--- config.mk ---
export PLATFORM = sky130hd
export DESIGN_NAME = seg7_scan
export DESIGN_NICKNAME = d
export VERILOG_FILES = /design/src/rtl/seg7_scan.sv
export SDC_FILE = /design/constraint.sdc
export NUM_CORES = 1
export LEC_CHECK = 0
export CORE_ASPECT_RATIO = 0.7
export CORE_MARGIN = 2
export CORE_UTILIZATION = 42
export CTS_BUF_LIST = sky130_fd_sc_hd__clkbuf_4
export DETAILED_ROUTE_END_ITERATION = 16
export HOLD_SLACK_MARGIN = 0.12
export PLACE_DENSITY = 0.7
export RECOVER_POWER = 25
export SETUP_SLACK_MARGIN = 0.3
export SLEW_MARGIN = 20
export SYNTH_ARGS = -nofsm -noshare
export SYNTH_HDL_FRONTEND = slang
export SYNTH_SLANG_ARGS = --single-unit
export TNS_END_PERCENT = 20
--- constraint.sdc ---
create_clock -name clkin -period 4.13 [get_ports clkin]
set_input_delay 0.826 -clock clkin [delete_from_list [all_inputs] [get_ports clkin]]
set_output_delay 0.826 -clock clkin [all_outputs]
set_load 0.1 [all_outputs]
--- src/rtl/seg7_scan.sv ---
// seg7_scan: eight-digit common-anode seven-segment scanner.
// Shows a double-buffered 32-bit hex value, one nibble per digit, and
// blanks every digit for a few cycles at the end of each dwell to
// suppress ghosting.
//
//   state   | meaning
//   --------+-------------------------------------------------------
//   ST_SHOW | current digit driven (if its mask bit is set)
//   ST_BLANK| all anodes off, end-of-dwell ghosting gap
module seg7_scan #(
    parameter int CLK_FREQ     = 100000000,
    parameter int SCAN_FREQ    = 8000,
    parameter int BLANK_CYCLES = 100
) (
    input  logic        clkin,
    input  logic        rst_n,
    input  logic        clken,
    input  logic        wr_en,
    input  logic [31:0] wr_data,
    input  logic [7:0]  wr_dp,
    input  logic [7:0]  wr_mask,
    output logic [7:0]  an,
    output logic [6:0]  seg,
    output logic        dp,
    output logic        frame_done
);

    localparam int DWELL    = CLK_FREQ / SCAN_FREQ;
    localparam int SHOW_LEN = DWELL - BLANK_CYCLES;
    localparam int CW       = (DWELL > 1) ? $clog2(DWELL) : 1;

    localparam logic [CW-1:0] CNT_LAST = CW'(DWELL - 1);
    localparam logic [CW-1:0] CNT_SHOW = CW'(SHOW_LEN);

    typedef enum logic {
        ST_SHOW  = 1'b0,
        ST_BLANK = 1'b1
    } state_t;

    state_t          state;
    logic [CW-1:0]   cnt;
    logic [2:0]      idx;

    logic [31:0]     act_data;
    logic [7:0]      act_dp;
    logic [7:0]      act_mask;
    logic [31:0]     pend_data;
    logic [7:0]      pend_dp;
    logic [7:0]      pend_mask;
    logic            pend_valid;

    logic [CW-1:0]   cnt_nxt;
    logic            cnt_wrap;
    logic            boundary;
    logic [3:0]      cur_nib;
    logic [6:0]      seg_dec;
    logic [7:0]      an_sel;
    logic            digit_on;

    // Dwell counter step and frame boundary detection.
    always_comb begin
        cnt_wrap = (cnt == CNT_LAST);
        cnt_nxt  = cnt_wrap ? '0 : cnt + 1'b1;
        boundary = clken && cnt_wrap && (idx == 3'd7);
    end

    // Select the current digit's nibble and anode, decode to {g..a} active low.
    always_comb begin
        cur_nib  = act_data[{idx, 2'b00} +: 4];
        an_sel   = ~(8'd1 << idx);
        digit_on = (state == ST_SHOW) && act_mask[idx];
        case (cur_nib)
            4'h0:    seg_dec = 7'h40;
            4'h1:    seg_dec = 7'h79;
            4'h2:    seg_dec = 7'h24;
            4'h3:    seg_dec = 7'h30;
            4'h4:    seg_dec = 7'h19;
            4'h5:    seg_dec = 7'h12;
            4'h6:    seg_dec = 7'h02;
            4'h7:    seg_dec = 7'h78;
            4'h8:    seg_dec = 7'h00;
            4'h9:    seg_dec = 7'h10;
            4'hA:    seg_dec = 7'h08;
            4'hB:    seg_dec = 7'h03;
            4'hC:    seg_dec = 7'h46;
            4'hD:    seg_dec = 7'h21;
            4'hE:    seg_dec = 7'h06;
            default: seg_dec = 7'h0E;
        endcase
    end

    // Scan FSM with registered outputs; outputs lag the scan state by one cycle.
    always_ff @(posedge clkin) begin
        if (!rst_n) begin
            state      <= ST_SHOW;
            cnt        <= '0;
            idx        <= 3'd0;
            an         <= 8'hFF;
            seg        <= 7'h7F;
            dp         <= 1'b1;
            frame_done <= 1'b0;
        end else if (clken) begin
            frame_done <= boundary;
            if (digit_on) begin
                an  <= an_sel;
                seg <= seg_dec;
                dp  <= ~act_dp[idx];
            end else begin
                an  <= 8'hFF;
                seg <= 7'h7F;
                dp  <= 1'b1;
            end
            cnt <= cnt_nxt;
            if (cnt_wrap) begin
                idx <= idx + 3'd1;
            end
            state <= (cnt_nxt < CNT_SHOW) ? ST_SHOW : ST_BLANK;
        end else begin
            frame_done <= 1'b0;
        end
    end

    // Double buffer: writes land in pending and are promoted only at a frame
    // boundary; a write in the boundary cycle itself goes straight to active.
    always_ff @(posedge clkin) begin
        if (!rst_n) begin
            act_data   <= 32'd0;
            act_dp     <= 8'd0;
            act_mask   <= 8'd0;
            pend_data  <= 32'd0;
            pend_dp    <= 8'd0;
            pend_mask  <= 8'd0;
            pend_valid <= 1'b0;
        end else if (wr_en && boundary) begin
            act_data   <= wr_data;
            act_dp     <= wr_dp;
            act_mask   <= wr_mask;
            pend_valid <= 1'b0;
        end else if (wr_en) begin
            pend_data  <= wr_data;
            pend_dp    <= wr_dp;
            pend_mask  <= wr_mask;
            pend_valid <= 1'b1;
        end else if (boundary && pend_valid) begin
            act_data   <= pend_data;
            act_dp     <= pend_dp;
            act_mask   <= pend_mask;
            pend_valid <= 1'b0;
        end
    end

endmodule

=== Word level (Yosys, flattened, before mapping) ===
Memories as Yosys holds them, arrays and structs flattened.
Index checks and enable logic that the tools add are counted.

* Bits in registers: 132
* Bits in read-only memories: 112
* Memories kept: 1
* Input port bits: 52

* Shift-type cells: 2
* Add/sub/neg operators: 2
* $lt $le $gt $ge: 2
* Muxes and demuxes: 20
* Bitwise gates (word level): 5
* Reduce and logical (&&, ||, !) cells: 12
* Equality and inequality tests: 3

{| class="wikitable"
|+ Memory list
! memory !! words !! width !! rd ports !! clocked after memory_dff !! wr ports !! line !! RTL
|-
| (name not given) || 16 || 7 || 1 || 0 || 0 || 72 || <nowiki>case (cur_nib)</nowiki>
|}

{| class="wikitable"
|+ Operators with widths
! operator !! number
|-
| 32-bit 2-to-1 mux || 3
|-
| 8-bit 2-to-1 mux || 7
|-
| 32-bit by 6-bit variable part select with 4-bit output || 1
|-
| 14-bit by 1-bit adder with 14-bit output, second input constant || 1
|-
| 14-bit equality test, second input constant || 1
|-
| 14-bit less-than comparator, second input constant || 1
|-
| 14-bit 2-to-1 mux || 1
|-
| 8-bit inverter || 1
|-
| 2-bit AND reduction || 4
|-
| 1-bit by 3-bit left shift with 8-bit output, first input constant || 1
|-
| 7-bit 2-to-1 mux || 1
|-
| 1-bit binary-select mux with 3-bit select || 2
|-
| 1-bit 2-to-1 mux || 6
|-
| 1-bit logical AND || 5
|-
| 3-bit by 4-bit less-than comparator with 1-bit output, second input constant || 1
|-
| 1-bit inverter || 4
|-
| 2-bit nonzero test || 2
|-
| 3-bit by 1-bit adder with 3-bit output, second input constant || 1
|-
| 3-bit equality test, second input constant || 1
|-
| 2-bit by 1-bit != test with 1-bit output, second input constant || 1
|-
| 2-bit OR reduction || 1
|}

=== Longest topological paths before layout ===
Gate-level depths: netlist (run 1).

* Word-level depth: 7
* Mapped depth: 10
* Mapped depth without buffers: 8

=== Least setup slack after synthesis (run 1) ===
Ideal clock, no wire load.

* Kind: reg-to-reg
* From: register idx[0]
* To: register seg[4]
* Setup time: 0.122 ns
* Required time: 4.008 ns
* Period minus slack after synthesis: 2.709 ns
* Stages on the path, launching flop included: 9
* Path slack: 1.421 ns
* Arrival: 2.587 ns
* Cell sequence: dfxtp_1 -> buf_2 -> mux4_2 -> mux2i_1 -> inv_1 -> ha_1 -> mux2_2 -> a221oi_1 -> nor2_1

* Cells in the longest elaborated chain, start to end: 4

{| class="wikitable"
|+ Ends and longest elaborated chain
! what !! line !! RTL
|-
| start, declared || 42 || <nowiki>logic [2:0] idx;</nowiki>
|-
| start signal, assigned || 115 || <nowiki>idx <= idx + 3'd1;</nowiki>
|-
| parallel branches: the longest is 3 deep, another holds memory read 16 x 7 bit || - ||
|-
| 7-bit 2-to-1 mux * || 104 || <nowiki>if (digit_on) begin</nowiki>
|-
| end signal, assigned || 106 || <nowiki>seg <= seg_dec;</nowiki>
|-
| end, declared || 23 || <nowiki>output logic [6:0] seg,</nowiki>
|}

Mark *: on every way between the ends. The select of a mux whose other input is x is not followed.
A chain may end at the register's enable or synchronous reset.

=== Worst setup path after layout (run 1) ===
* From: register cnt[0]
* To: register state

* Cells in the longest elaborated chain, start to end: 4

{| class="wikitable"
|+ Ends and longest elaborated chain
! what !! line !! RTL
|-
| start, declared || 41 || <nowiki>logic [CW-1:0] cnt;</nowiki>
|-
| start signal, assigned || 113 || <nowiki>cnt <= cnt_nxt;</nowiki>
|-
| 14-bit by 1-bit adder with 14-bit output / 14-bit equality test (equally long branches) || 63, 62 ||
|-
| 14-bit 2-to-1 mux * || 63 || <nowiki>cnt_nxt = cnt_wrap ? '0 : cnt + 1'b1;</nowiki>
|-
| 14-bit less-than comparator * || 117 || <nowiki>state <= (cnt_nxt < CNT_SHOW) ? ST_SHOW : ST_BLANK;</nowiki>
|-
| 1-bit 2-to-1 mux * || 117 ||
|-
| end signal, assigned || 117 ||
|-
| end, declared || 40 || <nowiki>state_t state;</nowiki>
|}

Mark *: on every way between the ends. The rest lies on a longest branch, timed or not.

==> results of run 1 <==
## cells by family (layout without fill, tap and decap cells)
logic type	Yosys count	count (layout)	synth area share, %
XOR/XNOR	10	10	1.469
flip-flops	132	132	44.30
AO/OA/AOI/OAI	196	196	20.66
buffers and inverters	68	126	4.888
multiplexers	23	23	6.461
adder cells (fa/ha/maj)	13	13	2.727
AND/OR/NAND/NOR	260	260	19.49
## through the flow
stage          utilization, %  area, um2  hold slack, ns  instances
6_report                51.09       7088          0.4585        950
5_1_grt                 51.09       7088          0.4777        950
4_1_cts                 51.30       7117          0.4610        950
3_5_place_dp            48.74       6761          0.4465        918
3_3_place_gp            48.74       6761          0.4405        918
2_1_floorplan               -       5964          0.4366        702
## flip-flops by register name, summed over array words and instances, names as in the netlist, 3 cells and up
name	count
idx	3
an	8
act_dp	8
pend_mask	8
act_data	32
pend_dp	8
act_mask	8
seg	7
pend_data	32
cnt	14
## worst min-delay path, stage by stage (launching register included)
cell and delay, ns:
sky130_fd_sc_hd__dfxtp_1 0.33, sky130_fd_sc_hd__nand2_1 0.05, sky130_fd_sc_hd__a21oi_1 0.05
## per-layer routing
metal	share of wire (%)	vias up	GRT usage, %
met5	0	-	0
met4	0.73	0	3.606
met3	7.0	15	5.330
met2	44	191	30.90
met1	49	2474	27.80
li1	-	2539	-
## final cells by class
type | count | area [um2]
clock buffer | 17 | 127.6
clock inverter | 15 | 227.7
fill | 1317 | 6785
inverter | 13 | 48.80
multi-input combinational | 502 | 3035
sequential | 132 | 2643
tap | 190 | 237.7
timing repair buffer | 81 | 768.2
## placed cells by master (no fill, tap or decap), types with 7 or more instances in the layout
cell	instances
sky130_fd_sc_hd__nand2_1	183
sky130_fd_sc_hd__dfxtp_1	132
sky130_fd_sc_hd__a21oi_1	79
sky130_fd_sc_hd__clkdlybuf4s50_1	60
sky130_fd_sc_hd__a22oi_1	48
sky130_fd_sc_hd__a21boi_0	31
sky130_fd_sc_hd__nor2_1	25
sky130_fd_sc_hd__o21ai_0	21
sky130_fd_sc_hd__clkbuf_4	17
sky130_fd_sc_hd__ha_1	13
sky130_fd_sc_hd__inv_1	12
sky130_fd_sc_hd__mux4_2	12
sky130_fd_sc_hd__buf_4	10
sky130_fd_sc_hd__dlygate4sd3_1	8
sky130_fd_sc_hd__mux2i_1	7
sky130_fd_sc_hd__nand3_1	7
sky130_fd_sc_hd__xnor2_1	7
## power by group through the flow
stage                     clock, W  sequential, W  combinational [W]
final                      0.00106        0.00132           0.000150
after global routing       0.00112        0.00132           0.000164
after CTS                  0.00107        0.00132           0.000151
after detailed placement         0        0.00134           0.000150
after global placement           0        0.00134           0.000146
after floorplan                  0        0.00134          0.0000702
## cell usage after synthesis (all sizes together), types with 12 or more instances
library cell / count
nand2: 183
dfxtp: 132
a21oi: 79
a22oi: 48
clkbuf: 37
a21boi: 31
nor2: 25
o21ai: 21
buf: 18
ha: 13
inv: 13
mux4: 12
## worst min-delay path by stage
stage                     slack (ns)           from           end  cells past startpoint
after CTS                       0.46   pend_mask[4]   act_mask[4]                      2
after global placement          0.44   pend_mask[3]   act_mask[3]                      2
after global routing            0.48   pend_mask[4]  pend_mask[4]                      2
after detailed placement        0.45   pend_data[0]  pend_data[0]                      2
final                           0.46   pend_mask[4]   act_mask[4]                      2
after floorplan                 0.44  pend_data[21]  act_data[21]                      2
==> metrics, run 1 <==
status complete, but fails checks; violated checks max-capacitance violations, max-slew violations; number of synthesized register bits 132; core area 13870 um2; share of power burned in the clock network 41.8%; sum of internal, switching and leakage power 0.002522 W; top area cells in the synthesized netlist sky130_fd_sc_hd__dfxtp_1, sky130_fd_sc_hd__nand2_1, sky130_fd_sc_hd__a21oi_1; Final Skew 0.02171 ns; Syn. warnings 0; Pwr Density about 360 nW/um2; cell breakdown of the critical path ha_1 > or4b_1 > nor4_1 > clkbuf_1 > o21bai_1 > a2bb2oi_1 > nor4_1 > o22ai_1; sequential element share of the synthesized area approximately 44%; insertion delay of the later-clocked pin in the worst-skew pair 0.52 ns; synthesis-to-layout area growth 18.84%; residual DRC count 0; Leakage Power 2.493 nW; Logic pwr share 6.0%; Max transition margin -19.88%; number of maximum-capacitance constraint violations 1; post-synth net total 767; area of the die 15190 um2; H-Tree Depth 4; part of the cycle the worst path needs between 70% and 80%; Setup crit start cnt[0]; first-pass GRT wire length 24460 um; area leader, netlist sky130_fd_sc_hd__dfxtp_1; number of nets in the layout 812; First DRT Iteration DRCs slightly below 500; Reg power frac 52.2%; number of input and output port buffers inserted 68; setup total negative slack 0 ns; worst setup path end state; post-synth design cell area 5964 um2; power spent charging and discharging nets 0.0006038 W; Clock Sink Count 132; gr ovfl total 0; fin worst setup slack approximately 0.96 ns; post-detail-place hpwl 9922 um; number of setup buffers added after CTS 0; Setup violations, final 0; number of global-route vias before repair 4862; CTS tree done; Total Wirelength 15020 um; vertical extent of the die 103.7 um; antenna violations before repair 0; final number of max-transition violations 84; max frequency ~320 MHz; synthesized instance count 702; DR vias/cell 5.494; clock root buffer sky130_fd_sc_hd__clkbuf_4; number of gates resized after CTS 0; RSZ-0062 raised after global routing no; post-synth cell types 53; Placement Rows 36; count of TritonRoute iterations in the first routing pass 5; actual transition at the worst max-transition pin ~1.8 ns; maximum buffer depth of the clock tree 2; post-route antenna net violation count 0; Critical path buffers and inverters 1; Data arrival, critical path 3.58 ns; type of element launching the critical path flop; min Tclk post-route 3.171 ns; wire length per cell approximately 16 um; Worst R2R Start cnt[0]; worst path required time 4.54 ns; number of primary I/O pins 69; global placer's final weighted congestion 0.8574; Post-synth EDFFs 0; pre-CTS setup slack 0.9911 ns; largest net degree at the start of global routing 84; worst vdd ir ~0.17 mV; worst reg-to-reg setup slack 0.96 ns; CP dominant cell by count sky130_fd_sc_hd__nor4_1; via count 5219; gate family responsible for the most delay along the worst path simple AND/OR/NAND/NOR gates; share of async-settable or async-resettable flops after synthesis 0%; terminus of the critical flop-to-flop path state; clock-pin slew on the worst setup and hold paths around 0.12 ns; worst-path maximum fanout 17; depth of the worst register-to-register path 8; Critical Path End Type flop; WS Path Type flop to flop; number of buffers inserted for hold repair after clock tree synthesis 0; CP max stage delay roughly 0.59 ns; dominant synthesized flop cell sky130_fd_sc_hd__dfxtp_1; diodes inserted 0; Die W 146.4 um; share of the synthesized area in the top cell type 44.30%; cell depth of the worst setup path 8; switching portion of total power 23.95%; Inserted Clock Buffers 17; class of the most critical hold timing path flop to flop; final hold violation count 0; starting utilization of the core area 42.99%; GR Util All Layers 19.77%; mean instance size in the synthesized netlist between 8 and 9 um2; Slowest-stage cell, CP sky130_fd_sc_hd__clkbuf_1; cell internal power dissipation 0.001918 W; fraction of final layout cells sized beyond drive strength 1 8.289%
No activity file was read; power rests on OpenSTA's default activity.
==> run 2, diff against run 1 <==
--- a/config.mk
+++ b/config.mk
@@ -11,7 +11,7 @@
 export CTS_BUF_LIST = sky130_fd_sc_hd__clkbuf_4
 export DETAILED_ROUTE_END_ITERATION = 16
 export HOLD_SLACK_MARGIN = 0.12
-export PLACE_DENSITY = 0.7
+export PLACE_DENSITY = 0.72
 export RECOVER_POWER = 25
 export SETUP_SLACK_MARGIN = 0.3
 export SLEW_MARGIN = 20
==> constraint.sdc (replaced) <==
create_clock -name clkin -period 2.55 [get_ports clkin]
set_input_delay 0.51 -clock clkin [delete_from_list [all_inputs] [get_ports clkin]]
set_output_delay 0.51 -clock clkin [all_outputs]
set_load 0.1 [all_outputs]
==> run 2 against run 1 <==
- the run now ends clean
- largest cell class unchanged
- cell count up 3.6%
- register-to-register slack worse by 0.73 ns
- utilization up 2.6 points
==> metrics, run 2 (same netlist as run 1, synthesis figures left out) <==
largest net degree at the start of global routing 84 (unchanged); Placement Rows 36 (unchanged); Leakage Power 2.682 nW (was 2.493 nW); post-detail-place hpwl 10710 um (was 9922 um); Max transition margin 22.32% (was -19.88%); DR vias/cell 5.576 (was 5.494); first-pass GRT wire length 26710 um (was 24460 um); max frequency 431.6 MHz (was 315.4 MHz); Pwr Density 507.6 nW/um2 (was 355.7 nW/um2); clock root buffer sky130_fd_sc_hd__clkbuf_4 (unchanged); power spent charging and discharging nets 0.0009772 W (was 0.0006038 W); CTS tree done (unchanged); actual transition at the worst max-transition pin 1.170 ns (was 1.798 ns); Data arrival, critical path 2.76 ns (was 3.58 ns); number of buffers inserted for hold repair after clock tree synthesis 0 (unchanged); global placer's final weighted congestion 0.8799 (was 0.8574); fin worst setup slack 0.2328 ns (was 0.9592 ns); Clock Sink Count 132 (unchanged); min Tclk post-route 2.317 ns (was 3.171 ns); antenna violations before repair 1 (was 0); worst-path maximum fanout 9 (was 17); most common cell after layout, fill and taps aside sky130_fd_sc_hd__nand2_1 (unchanged); worst path required time 3.00 ns (was 4.54 ns); switching portion of total power 25.82% (was 23.95%); final number of max-transition violations 0 (was 84); post-route design area 7455 um2 (was 7088 um2); utilization after layout 53.73% (was 51.09%); Setup violations, final 0 (unchanged); Inserted Clock Buffers 17 (unchanged); GR Util All Layers 21.84% (was 19.77%); number of nets in the layout 845 (was 812); pre-CTS setup slack 0.2390 ns (was 0.9911 ns); share of power burned in the clock network 36.3% (was 41.8%); final hold violation count 0 (unchanged); core area 13870 um2 (unchanged); type of element launching the critical path flop (unchanged); number of primary I/O pins 69 (unchanged); Critical Path End Type flop (unchanged); worst vdd ir 0.3049 mV (was 0.1733 mV); filler cell count in the final layout 1306 (was 1317); residual DRC count 0 (unchanged); wire length per cell 17.70 um (was 15.81 um); starting utilization of the core area 42.99% (unchanged); Reg power frac 56.3% (was 52.2%); clock-pin slew on the worst setup and hold paths 0.12 ns (about the same); status completed (was complete, but fails checks); class of the most critical hold timing path flop to flop (unchanged); fraction of final layout cells sized beyond drive strength 1 16.77% (was 8.289%); number of maximum-capacitance constraint violations 0 (was 1); gr ovfl total 0 (unchanged); standard cell area after detailed placement 6905 um2 (was 6761 um2); area of the die 15190 um2 (unchanged); number of global-route vias before repair 5040 (was 4862); vertical extent of the die 103.7 um (unchanged); via count 5487 (was 5219); RSZ-0062 raised after global routing yes (was no); maximum buffer depth of the clock tree 2 (unchanged); First DRT Iteration DRCs 471 (was 486); post-route antenna net violation count 0 (unchanged); Total Wirelength 17420 um (was 15020 um); cell internal power dissipation 0.002807 W (was 0.001918 W); WS Path Type flop to flop (unchanged); setup total negative slack 0 ns (unchanged); Final Skew 0.01642 ns (was 0.02171 ns); synthesis-to-layout area growth 24.98% (was 18.84%); Logic pwr share 7.4% (was 6.0%); worst reg-to-reg setup slack 0.23 ns (was 0.96 ns); count of TritonRoute iterations in the first routing pass 5 (unchanged); number of input and output port buffers inserted 68 (unchanged); H-Tree Depth 4 (unchanged); part of the cycle the worst path needs 90.87% (was 76.78%); Die W 146.4 um (unchanged); top flop regs act_data: 32 flops, pend_data: 32 flops, cnt: 14 flops (unchanged); insertion delay of the later-clocked pin in the worst-skew pair 0.53 ns (was 0.52 ns); commonest cells after routing, fill and taps aside sky130_fd_sc_hd__nand2_1, sky130_fd_sc_hd__dfxtp_1, sky130_fd_sc_hd__a21oi_1 (unchanged)
-- run 2: cell types whose count changed in the layout (fill, tap and decap cells not counted), moves of 4 or more --
cell                              before  now
sky130_fd_sc_hd__dfxtp_1             132  128
sky130_fd_sc_hd__buf_4                10   26
sky130_fd_sc_hd__clkinv_2              1    5
sky130_fd_sc_hd__a21boi_1              0    7
sky130_fd_sc_hd__clkdlybuf4s50_1      60   51
sky130_fd_sc_hd__clkbuf_2              1   16
sky130_fd_sc_hd__buf_12                0    6
sky130_fd_sc_hd__dlygate4sd3_1         8    0
sky130_fd_sc_hd__a21boi_0             31   24
sky130_fd_sc_hd__buf_6                 0    6
-- run 2: metrics by stage --
step	std cells	hold slack (ns)	power, W
after floorplan	702	0.4322	0.002288
after global placement	928	0.4364	0.002420
after detailed placement	928	0.4447	0.002431
after CTS	971	0.4638	0.003777
after global routing	984	0.4826	0.003934
final	984	0.4616	0.003784
-- run 2: final cells by class --
cell class                 count  area (um2)  share of cell area [%]
antenna                        1       2.502                 0.03357
clock buffer                  17       127.6                   1.712
clock inverter                15       140.1                   1.880
inverter                      13       48.80                  0.6546
multi-input combinational    503        3143                   42.16
sequential                   132        2650                   35.55
tap                          190       237.7                   3.189
timing repair buffer         113        1105                   14.82
-- run 2: power groups by stage --
stage | Sequential (W) | Combinational [W] | Clock (W)
global placement | 0.00218 | 0.000245 | 0
global route | 0.00214 | 0.000301 | 0.00150
floorplan | 0.00217 | 0.000117 | 0
finish | 0.00213 | 0.000278 | 0.00137
CTS | 0.00213 | 0.000259 | 0.00139
detailed placement | 0.00218 | 0.000252 | 0
-- run 2: worst paths after layout --
path | from | endpoint | cells after the start
setup / recovery | cnt[0] | act_mask[7] | 9
hold / removal | pend_data[9] | pend_data[9] | 2
setup reg to reg | cnt[0] | act_mask[7] | 9
hold reg to reg | pend_data[9] | pend_data[9] | 2
-- run 2: timing repair --
action                     4_1_cts  5_1_grt
setup buffers                    8        8
hold endpoints to repair         0        0
gates resized for setup         12       28
pin swaps                        5        6
cloned                           3        4
setup endpoints to repair       51      109
-- run 2: worst max-delay path, stage by stage (launching register included) --
cell,delay [ns]
sky130_fd_sc_hd__dfxtp_1,0.36
sky130_fd_sc_hd__ha_1,0.22
sky130_fd_sc_hd__or4b_4,0.49
sky130_fd_sc_hd__nor4_4,0.17
sky130_fd_sc_hd__nand3_1,0.20
sky130_fd_sc_hd__nor3b_4,0.25
sky130_fd_sc_hd__buf_6,0.16
sky130_fd_sc_hd__buf_6,0.14
sky130_fd_sc_hd__nand2_1,0.08
sky130_fd_sc_hd__a21boi_1,0.17
-- run 2: routing by layer --
| layer | routed length (um) | global-route usage (%) | vias up |
|---|---|---|---|
| met5 | 0 | 0 | - |
| met2 | 7831 | 33.09 | 206 |
| met1 | 8240 | 31.59 | 2651 |
| met3 | 1141 | 5.022 | 19 |
| met4 | 202 | 5.201 | 0 |
| li1 | - | - | 2611 |
==> run 3, diff against run 2 <==
--- a/config.mk
+++ b/config.mk
@@ -8,10 +8,11 @@
 export CORE_ASPECT_RATIO = 0.7
 export CORE_MARGIN = 2
 export CORE_UTILIZATION = 42
-export CTS_BUF_LIST = sky130_fd_sc_hd__clkbuf_4
+export CTS_BUF_LIST = sky130_fd_sc_hd__clkbuf_8
+export CTS_CLUSTER_SIZE = 40
 export DETAILED_ROUTE_END_ITERATION = 16
 export HOLD_SLACK_MARGIN = 0.12
-export PLACE_DENSITY = 0.72
+export PLACE_DENSITY = 0.7
 export RECOVER_POWER = 25
 export SETUP_SLACK_MARGIN = 0.3
 export SLEW_MARGIN = 20
==> constraint.sdc (replaced) <==
create_clock -name clkin -period 2.7 [get_ports clkin]
set_input_delay 0.54 -clock clkin [delete_from_list [all_inputs] [get_ports clkin]]
set_output_delay 0.54 -clock clkin [all_outputs]
set_load 0.1 [all_outputs]
==> run 3 against run 2 <==
- critical path depth unchanged
- power increased by 6.0%
- fmax decreased by 7.9%
- critical path type unchanged
- largest cell class unchanged
- largest power group unchanged
==> metrics, run 3 (same netlist as run 1, synthesis figures left out) <==
final number of max-transition violations 0 (unchanged); via count 5374 (was 5487); H-Tree Depth 4 (unchanged); wire length per cell 16.78 um (was 17.70 um); number of primary I/O pins 69 (unchanged); Slowest-stage cell, CP sky130_fd_sc_hd__or4b_4 (unchanged); met1 layer usage reported by global route 29.86% (was 31.59%); power spent charging and discharging nets 0.0009854 W (was 0.0009772 W); Logic pwr share 6.2% (was 7.4%); share of power burned in the clock network 43.6% (was 36.3%); number of nets in the layout 833 (was 845); sequential cell area 2655 um2 (was 2650 um2); Reg power frac 50.2% (was 56.3%); diodes inserted 0 (was 1); number of buffers inserted for hold repair after clock tree synthesis 0 (unchanged); clock root buffer sky130_fd_sc_hd__clkbuf_8 (was sky130_fd_sc_hd__clkbuf_4); cell breakdown of the critical path ha_4 > or4b_4 > nor4_4 > nand3_2 > nor3b_4 > buf_6 > clkbuf_16 > nand2_1 > a21boi_0 (was ha_1 > or4b_4 > nor4_4 > nand3_1 > nor3b_4 > buf_6 > buf_6 > nand2_1 > a21boi_1); Critical Path End Type flop (unchanged); worst vdd ir 0.3233 mV (was 0.3049 mV); RSZ-0062 raised after global routing yes (unchanged); post-route antenna net violation count 0 (unchanged); final hold slack 0.4548 ns (was 0.4616 ns); number of global-route vias before repair 4975 (was 5040); fraction of final layout cells sized beyond drive strength 1 13.83% (was 16.77%); worst reg-to-reg setup slack 0.18 ns (was 0.23 ns); CTS tree done (unchanged); count of TritonRoute iterations in the first routing pass 5 (unchanged); area occupied by multi-input gates 3122 um2 (was 3143 um2); maximum buffer depth of the clock tree 2 (unchanged); top flop regs act_data: 32 flops, pend_data: 32 flops, cnt: 14 flops (unchanged); pre-CTS setup slack 0.2024 ns (was 0.2390 ns); switching portion of total power 24.56% (was 25.82%); area of the die 15190 um2 (unchanged); vertical extent of the die 103.7 um (unchanged); worst path required time 3.06 ns (was 3.00 ns); global placer's final weighted congestion 0.9018 (was 0.8799); insertion delay of the later-clocked pin in the worst-skew pair 0.45 ns (was 0.53 ns); busiest metal layer after global routing met2 (unchanged); clock-pin slew on the worst setup and hold paths 0.09 ns (was 0.12 ns); CP max stage delay 0.47 ns (was 0.49 ns); Inserted Clock Buffers 17 (unchanged); status completed (unchanged); post-detail-place hpwl 10600 um (was 10710 um); Total Wirelength 16300 um (was 17420 um); Clock Sink Count 132 (unchanged); class of the most critical hold timing path flop to flop (unchanged); worst-path maximum fanout 7 (was 9); fin worst setup slack 0.1836 ns (was 0.2328 ns); Die W 146.4 um (unchanged); Critical path buffers and inverters 2 (unchanged); largest net degree at the start of global routing 84 (unchanged); synthesis-to-layout area growth 24.90% (was 24.98%); Data arrival, critical path 2.88 ns (was 2.76 ns); GR Util All Layers 20.94% (was 21.84%); residual DRC count 0 (unchanged); number of maximum-capacitance constraint violations 0 (unchanged); number of input and output port buffers inserted 68 (unchanged); post-route design area 7450 um2 (was 7455 um2); gr ovfl total 0 (unchanged); cell internal power dissipation 0.003027 W (was 0.002807 W); Placement Rows 36 (unchanged); met3 demand-to-capacity share in global routing 4.890% (was 5.022%); filler cell count in the final layout 1322 (was 1306); gate family responsible for the most delay along the worst path simple AND/OR/NAND/NOR gates (unchanged); Max transition margin 21.56% (was 22.32%); Final Skew 0.01780 ns (was 0.01642 ns); max frequency 397.4 MHz (was 431.6 MHz); actual transition at the worst max-transition pin 1.182 ns (was 1.170 ns); Pwr Density 538.6 nW/um2 (was 507.6 nW/um2); min Tclk post-route 2.516 ns (was 2.317 ns); First DRT Iteration DRCs 448 (was 471); Setup violations, final 0 (unchanged); core area 13870 um2 (unchanged); commonest cells after routing, fill and taps aside sky130_fd_sc_hd__nand2_1, sky130_fd_sc_hd__dfxtp_1, sky130_fd_sc_hd__a21oi_1 (unchanged); part of the cycle the worst path needs 93.20% (was 90.87%); starting utilization of the core area 42.99% (unchanged); Leakage Power 2.673 nW (was 2.682 nW); final hold violation count 0 (unchanged); first-pass GRT wire length 25740 um (was 26710 um); standard cell area after detailed placement 6848 um2 (was 6905 um2); WS Path Type flop to flop (unchanged); most common cell after layout, fill and taps aside sky130_fd_sc_hd__nand2_1 (unchanged); type of element launching the critical path flop (unchanged); antenna violations before repair 0 (was 1); DR vias/cell 5.535 (was 5.576); setup total negative slack 0 ns (unchanged); met2 layer usage reported by global route 31.74% (was 33.09%)
==> run 3: cell count changes in the layout (fill, tap and decap cells not counted), moves of 5 or more <==
cell	change
sky130_fd_sc_hd__clkbuf_1	+15
sky130_fd_sc_hd__clkbuf_4	-15
sky130_fd_sc_hd__a21boi_0	-5
sky130_fd_sc_hd__clkbuf_8	+17
sky130_fd_sc_hd__buf_4	-8
sky130_fd_sc_hd__clkbuf_2	-16
==> run 3: cell type report <==
class	instances	area share [%]
Inverter	13	0.6550
Timing Repair Buffer	102	13.05
Clock buffer	17	3.141
Multi-Input combinational cell	502	41.90
Sequential cell	132	35.64
Tap cell	190	3.191
Clock inverter	15	2.419
==> run 3: final timing paths <==
check             start      endpoint  cells past startpoint
max              cnt[0]  act_data[17]                      9
min          pend_dp[4]     act_dp[4]                      2
max reg2reg      cnt[0]  act_data[17]                      9
min reg2reg  pend_dp[4]     act_dp[4]                      2
==> run 3: metrics by stage <==
stage / power [W] / utilization (%) / instances
6_report: 0.004012 / 53.70 / 971
5_1_grt: 0.004152 / 53.70 / 971
4_1_cts: 0.004018 / 52.40 / 961
3_5_place_dp: 0.002293 / 49.36 / 929
3_3_place_gp: 0.002285 / 49.36 / 929
2_1_floorplan: 0.002158 / - / 702
==> run 3: worst register-to-register path, delay by kind of cell (launching register included) <==
family | cells | cell delay, ns
AO/OA/AOI/OAI | 1 | 0.17
flip-flops | 1 | 0.43
adder cells (fa/ha/maj) | 1 | 0.16
buffers and inverters | 2 | 0.39
AND/OR/NAND/NOR | 5 | 1.30
==> run 3: what timing repair did <==
action | in CTS | in global routing
gates resized for setup | 3 | 47
buffers inserted | 0 | 7
endpoints found under the setup margin | 36 | 99
endpoints found under the hold margin | 0 | 0
pin swaps | 0 | 9
gates cloned | 0 | 3
==> run 3: layer usage <==
layer / wire length, um / share of wire [%] / vias up
met5: 0 / 0 / -
met4: 164 / 1.0 / 0
met3: 1190 / 7.3 / 15
met2: 7282 / 45 / 214
met1: 7660 / 47 / 2564
li1: - / - / 2581
==> run 3: power by group through the flow <==
stage               sequential, W  combinational, W  clock [W]
floorplan                 0.00205          0.000107          0
global placement          0.00205          0.000230          0
detailed placement        0.00206          0.000237          0
CTS                       0.00201          0.000238    0.00177
global route              0.00202          0.000272    0.00186
finish                    0.00201          0.000249    0.00175
==> RTL edit 1: new RTL, settings of run 2 <==
Put one more register stage on the output `seg`, cleared by the reset. The value now appears one clock later. The other outputs are not delayed to match.
--- a/src/rtl/seg7_scan.sv
+++ b/src/rtl/seg7_scan.sv
@@ -38,2 +38,4 @@
     } state_t;
+
+    logic [6:0] seg_s0;
 
@@ -98,3 +100,3 @@
             an         <= 8'hFF;
-            seg        <= 7'h7F;
+            seg_s0     <= 7'h7F;
             dp         <= 1'b1;
@@ -105,3 +107,3 @@
                 an  <= an_sel;
-                seg <= seg_dec;
+                seg_s0 <= seg_dec;
                 dp  <= ~act_dp[idx];
@@ -109,3 +111,3 @@
                 an  <= 8'hFF;
-                seg <= 7'h7F;
+                seg_s0 <= 7'h7F;
                 dp  <= 1'b1;
@@ -151,2 +153,10 @@
 
+    always_ff @(posedge clkin) begin
+        if (!rst_n) begin
+            seg <= '0;
+        end else begin
+            seg <= seg_s0;
+        end
+    end
+
 endmodule
Check against the original RTL: not equivalent (Yosys sat finds a counterexample within 4 cycles, from zero or initial values and one cycle with rst_n low).
==> RTL edit 1 against run 2 <==
  * Sequential cell count increased by 7
  * Setup slack improved by 88 ps
  * Via count grew 1.4%
  * Total power grew 1.7%
  * Area after synthesis rose by 5.8%
  * Sequential power rose by 6%
  * Design area is 2.1% higher
  * First-iteration DRC count shrank 19%
  * Wire length shrank 7.7%
  * Sequential share of layout area grew 1.0 points
  * Non-clock buffer count is 11 lower
  * Critical path type unchanged
  * Critical endpoint is now seg_s0[4]$_SDFFE_PN1P_
  * Largest cell class unchanged
  * Largest power group unchanged
==> RTL edit 1: results (changes against run 2) <==
| Metric | Value |
|---|---|
| Clock root buffer | `clkbuf_4` |
| Peak supply drop | `0.232 mV (-24%)` |
| GPL Wtd Cong | `0.833 (-5.3%)` |
| Initial antenna violation count | `0 (-1)` |
| Initial DRT Pass Iterations | `5 (unchanged)` |
| Main synth FF type | `dfxtp_1` |
| Synth Net Count | `825 (+7.6%)` |
| Initial DRC Count | `381 (-19%)` |
| Vias in the first global route | `4758 (-5.6%)` |
| Post-synthesis sequential area ratio | `44.1% (-0.22 points)` |
| CTS clk-pin slew, worst paths | `110 ps` |
| Total track usage | `18.8% (-3.1 points)` |
| Status | `complete, no violations` |
| Least-Margin Pin Slew | `1160 ps (-7.74 ps)` |
| Vias per inst | `5.39 (-3.4%)` |
| Commonest cells post-synth | `189 x nand2_1, 139 x dfxtp_1, 64 x a21oi_1` |
| Pin count of the biggest net entering global routing | `97 (+15%)` |
| Post-synth cell types | `55 (+3.8%)` |
| Fraction of registers with async set or reset after synthesis | `0% (unchanged)` |
| Leakage power | `2.73 nW (+1.7%)` |
| Min-Delay Path Class | `in -> reg` |
| Crit path max fanout | `7 (-2)` |
| Fraction of layout cells with a size suffix above 1 | `14.4% (-2.3 points)` |
| CTS buffer count | `17 (unchanged)` |
| Clock Latency Late Sink | `530 ps (about the same)` |
| HPWL after DPL | `9820 um (-8.3%)` |
| H-tree Lvls | `4 (unchanged)` |
| Nets@finish | `892 (+5.6%)` |
| Cell Area, Placed | `7190 um^2 (+4.1%)` |
| First-pass GRT wire length | `24000 um (-10%)` |
| Post-Route Skew | `16.5 ps (+0.0922 ps)` |
| Top post-synthesis cells by area | `dfxtp_1 44%, nand2_1 11%, o22ai_1 5.6%` |
| Routed WL per cell | `15.6 um (-12%)` |
| Synth warnings | `0 (unchanged)` |
| Fillcell total | `1403 (+7.4%)` |
| ANT cells | `0 (-1)` |
## RTL edit 1: cells by family after synthesis
logic type               share of synthesized area [%]
AND/OR/NAND/NOR                                   23.2
AO/OA/AOI/OAI                                     18.5
flip-flops                                        44.1
buffers and inverters                             5.21
multiplexers                                      5.63
adder cells (fa/ha/maj)                           2.58
XOR/XNOR                                         0.833
## RTL edit 1: worst max-delay path, stage by stage (launching register included)
cell and delay (ps):
dfxtp_4 410, buf_12 140, mux4_2 550, mux2i_4 260, inv_2 70, ha_2 200
inv_1 80, o22ai_1 80, o32a_1 340
## RTL edit 1: path summary, 6_finish.rpt
path              depth (start not counted)  slack (ps)                       start                    endpoint
setup / recovery                          8         320         idx[0]$_SDFFE_PN0P_      seg_s0[4]$_SDFFE_PN1P_
hold / removal                            2         320                       rst_n          an[2]$_SDFFE_PN1P_
setup reg to reg                          8         320         idx[0]$_SDFFE_PN0P_      seg_s0[4]$_SDFFE_PN1P_
hold reg to reg                           2         460  pend_data[24]$_SDFFE_PN0P_  pend_data[24]$_SDFFE_PN0P_
## RTL edit 1: final cells by class
type | instances | area [um^2] | share of cell area (%)
repair buffers | 102 | 1010 | 13.2
clock inverters | 10 | 78.8 | 1.04
clock buffers | 20 | 150 | 1.97
well taps | 195 | 244 | 3.20
multi-input cells | 553 | 3290 | 43.3
inverters | 14 | 52.6 | 0.690
flip-flops and latches | 139 | 2790 | 36.6
## RTL edit 1: repair_timing
action,CTS,global route
hold buffers,0,0
gates cloned,0,5
gates resized for setup,0,24
endpoints found under the setup margin,102,82
pin swaps,0,3
setup buffers,0,5
## RTL edit 1: report_power, final
group / total (mW) / internal (mW) / switching (mW)
Clock: 1.26 / 0.490 / 0.774
Combinational: 0.340 / 0.137 / 0.203
Sequential: 2.25 / 2.22 / 0.0254
## RTL edit 1: routing by layer
metal  vias up  global-route usage (%)  routed length [um]
met5         -                       0                   0
met3        13                    4.43                 686
met1      2635                    28.4                8310
li1       2789                       -                   -
met4         0                    4.31                 123
met2       127                    26.9                6960
## RTL edit 1: stage by stage
| step | utilization, % | worst slack (ps) | std cells |
|---|---|---|---|
| floorplan | - | 345 | 760 |
| global placement | 49.0 | -52.7 | 992 |
| detailed placement | 49.0 | -76.8 | 992 |
| CTS | 50.6 | 90.2 | 1022 |
| global route | 51.9 | 250 | 1033 |
| finish | 51.9 | 321 | 1033 |
==> RTL edit 2: new RTL, config.mk and constraints of run 2 <==
Made on the original files. `SCAN_FREQ`: 8000 -> 4000.
--- a/src/rtl/seg7_scan.sv
+++ b/src/rtl/seg7_scan.sv
@@ -11,3 +11,3 @@
     parameter int CLK_FREQ     = 100000000,
-    parameter int SCAN_FREQ    = 8000,
+    parameter int SCAN_FREQ    = 4000,
     parameter int BLANK_CYCLES = 100
Formal check against the unedited RTL: no difference found for any inputs over 10 cycles, from zero or initial values and one cycle with rst_n low; that may be too few to reach the edited logic, so the function may still have changed.
==> RTL edit 2 against run 2 <==
  * Combinational power rose by 5%
  * Cell count grew 3.0%
  * Synthesized cell count is 2.8% higher
  * Total power down 0.20%
  * Setup slack lost 26 ps
  * Area after synthesis is 6.5% higher
  * Wire length grew 0.28%
  * Design area is 6.8% higher
  * Sequential cell count up 1
  * Count of clock-buffer cells in the layout increased by 1
  * Core utilization up 0.35 points
  * Fmax shrank 1.1%
==> RTL edit 2: results (changes against run 2) <==
| Metric | Value |
|---|---|
| Post-synthesis xor/xnor area fraction | `1.38% (-0.089 points)` |
| Worst hold endpoint | `act_data[13]$_SDFFE_PN0P_` |
| Worst Path Arrival | `2780 ps (+20 ps)` |
| First-pass GRT wire length | `26800 um (+0.44%)` |
| Largest stage delay on the critical path | `510 ps (+20 ps)` |
| Top post-synthesis cells by area | `dfxtp_1 42%, nand2_1 10%, a21oi_1 6.9%` |
| Peak supply drop | `0.275 mV (-9.9%)` |
| Adder-Cell Fraction of Synth Area | `2.76% (+0.031 points)` |
| R2r setup slk | `210 ps (-30 ps)` |
| PostCTS Resize Cnt | `11 (-1)` |
| Reg2reg path depth | `7 (-2)` |
| Seq group | `2.15 mW` |
| Slew headroom | `61.0% (+39 points)` |
| Post-synthesis sequential area ratio | `41.9% (-2.4 points)` |
| Post-synth cell types | `61 (+15%)` |
| Biggest regs | `act_data: 32 flops, pend_data: 32 flops, cnt: 15 flops` |
| Nets@finish | `872 (+3.2%)` |
| HPWL after DPL | `10900 um (+1.4%)` |
| Post-Route Skew | `26.1 ps (+9.72 ps)` |
| Vias in the first global route | `5061 (+0.42%)` |
| Leakage power | `2.69 nW (+0.23%)` |
| Initial DRC Count | `510 (+8.3%)` |
| HP Start | `act_data[13]$_SDFFE_PN0P_` |
| CP Capture Point | `idx[0]$_SDFFE_PN0P_` |
| Hold WS | `461 ps (-0.0990 ps)` |
| Combinational cell power | `293 uW (+5%)` |
| Worst hold path depth | `2 (unchanged)` |
| Drt total wl | `17500 um (+0.28%)` |
| Synth Net Count | `788 (+2.7%)` |
| DR vias | `5706 (+4.0%)` |
| Commonest cells post-synth | `174 x nand2_1, 133 x dfxtp_1, 87 x a21oi_1` |
| Status | `complete, no violations` |
| Initial antenna violation count | `0 (-1)` |
| Fraction of layout cells with a size suffix above 1 | `21.9% (+5.1 points)` |
| Net Sw Frac | `27.4% (+1.6 points)` |
| GPL Wtd Cong | `0.893 (+1.5%)` |
| Compound-gate portion of the synthesized area | `24.1% (+3.4 points)` |
| Crit path max fanout | `11 (+2)` |
| Mux cell area share after synthesis | `6.19% (-0.28 points)` |
| Cell Area, Placed | `7340 um^2 (+6.3%)` |
| # Post-CTS Setup Buffers | `5 (-3)` |
| Crit path from | `cnt[11]$_SDFFE_PN0P_` |
==> RTL edit 2: worst max-delay path: cells and delay by family (launching register included) <==
family | cells | cell delay [ps]
XOR/XNOR | 1 | 170
buffers and inverters | 2 | 610
flip-flops | 1 | 360
AND/OR/NAND/NOR | 4 | 1090
==> RTL edit 2: area by class of cell <==
cell class,instances,area (um^2)
clock buffers,18,135
clock inverters,14,126
fillers,1332,6760
inverters,14,53.8
multi-input cells,517,3500
flip-flops and latches,133,2670
well taps,195,244
repair buffers,123,1230
==> RTL edit 2: routing by layer <==
layer  share of wire (%)  routed length [um]  global-route usage, %
met1                  49                8600                   31.8
met2                  43                7470                   31.7
met3                 6.8                1180                   4.04
met4                 1.2                 214                   4.81
met5                   0                   0                      0
==> RTL edit 2: per-stage QoR <==
stage,std cells,setup WS [ps],util (%)
6_report,1014,207,54.1
5_1_grt,1014,97.2,54.1
4_1_cts,1002,238,52.7
3_5_place_dp,962,53.4,49.8
3_3_place_gp,962,124,49.8
2_1_floorplan,722,315,-
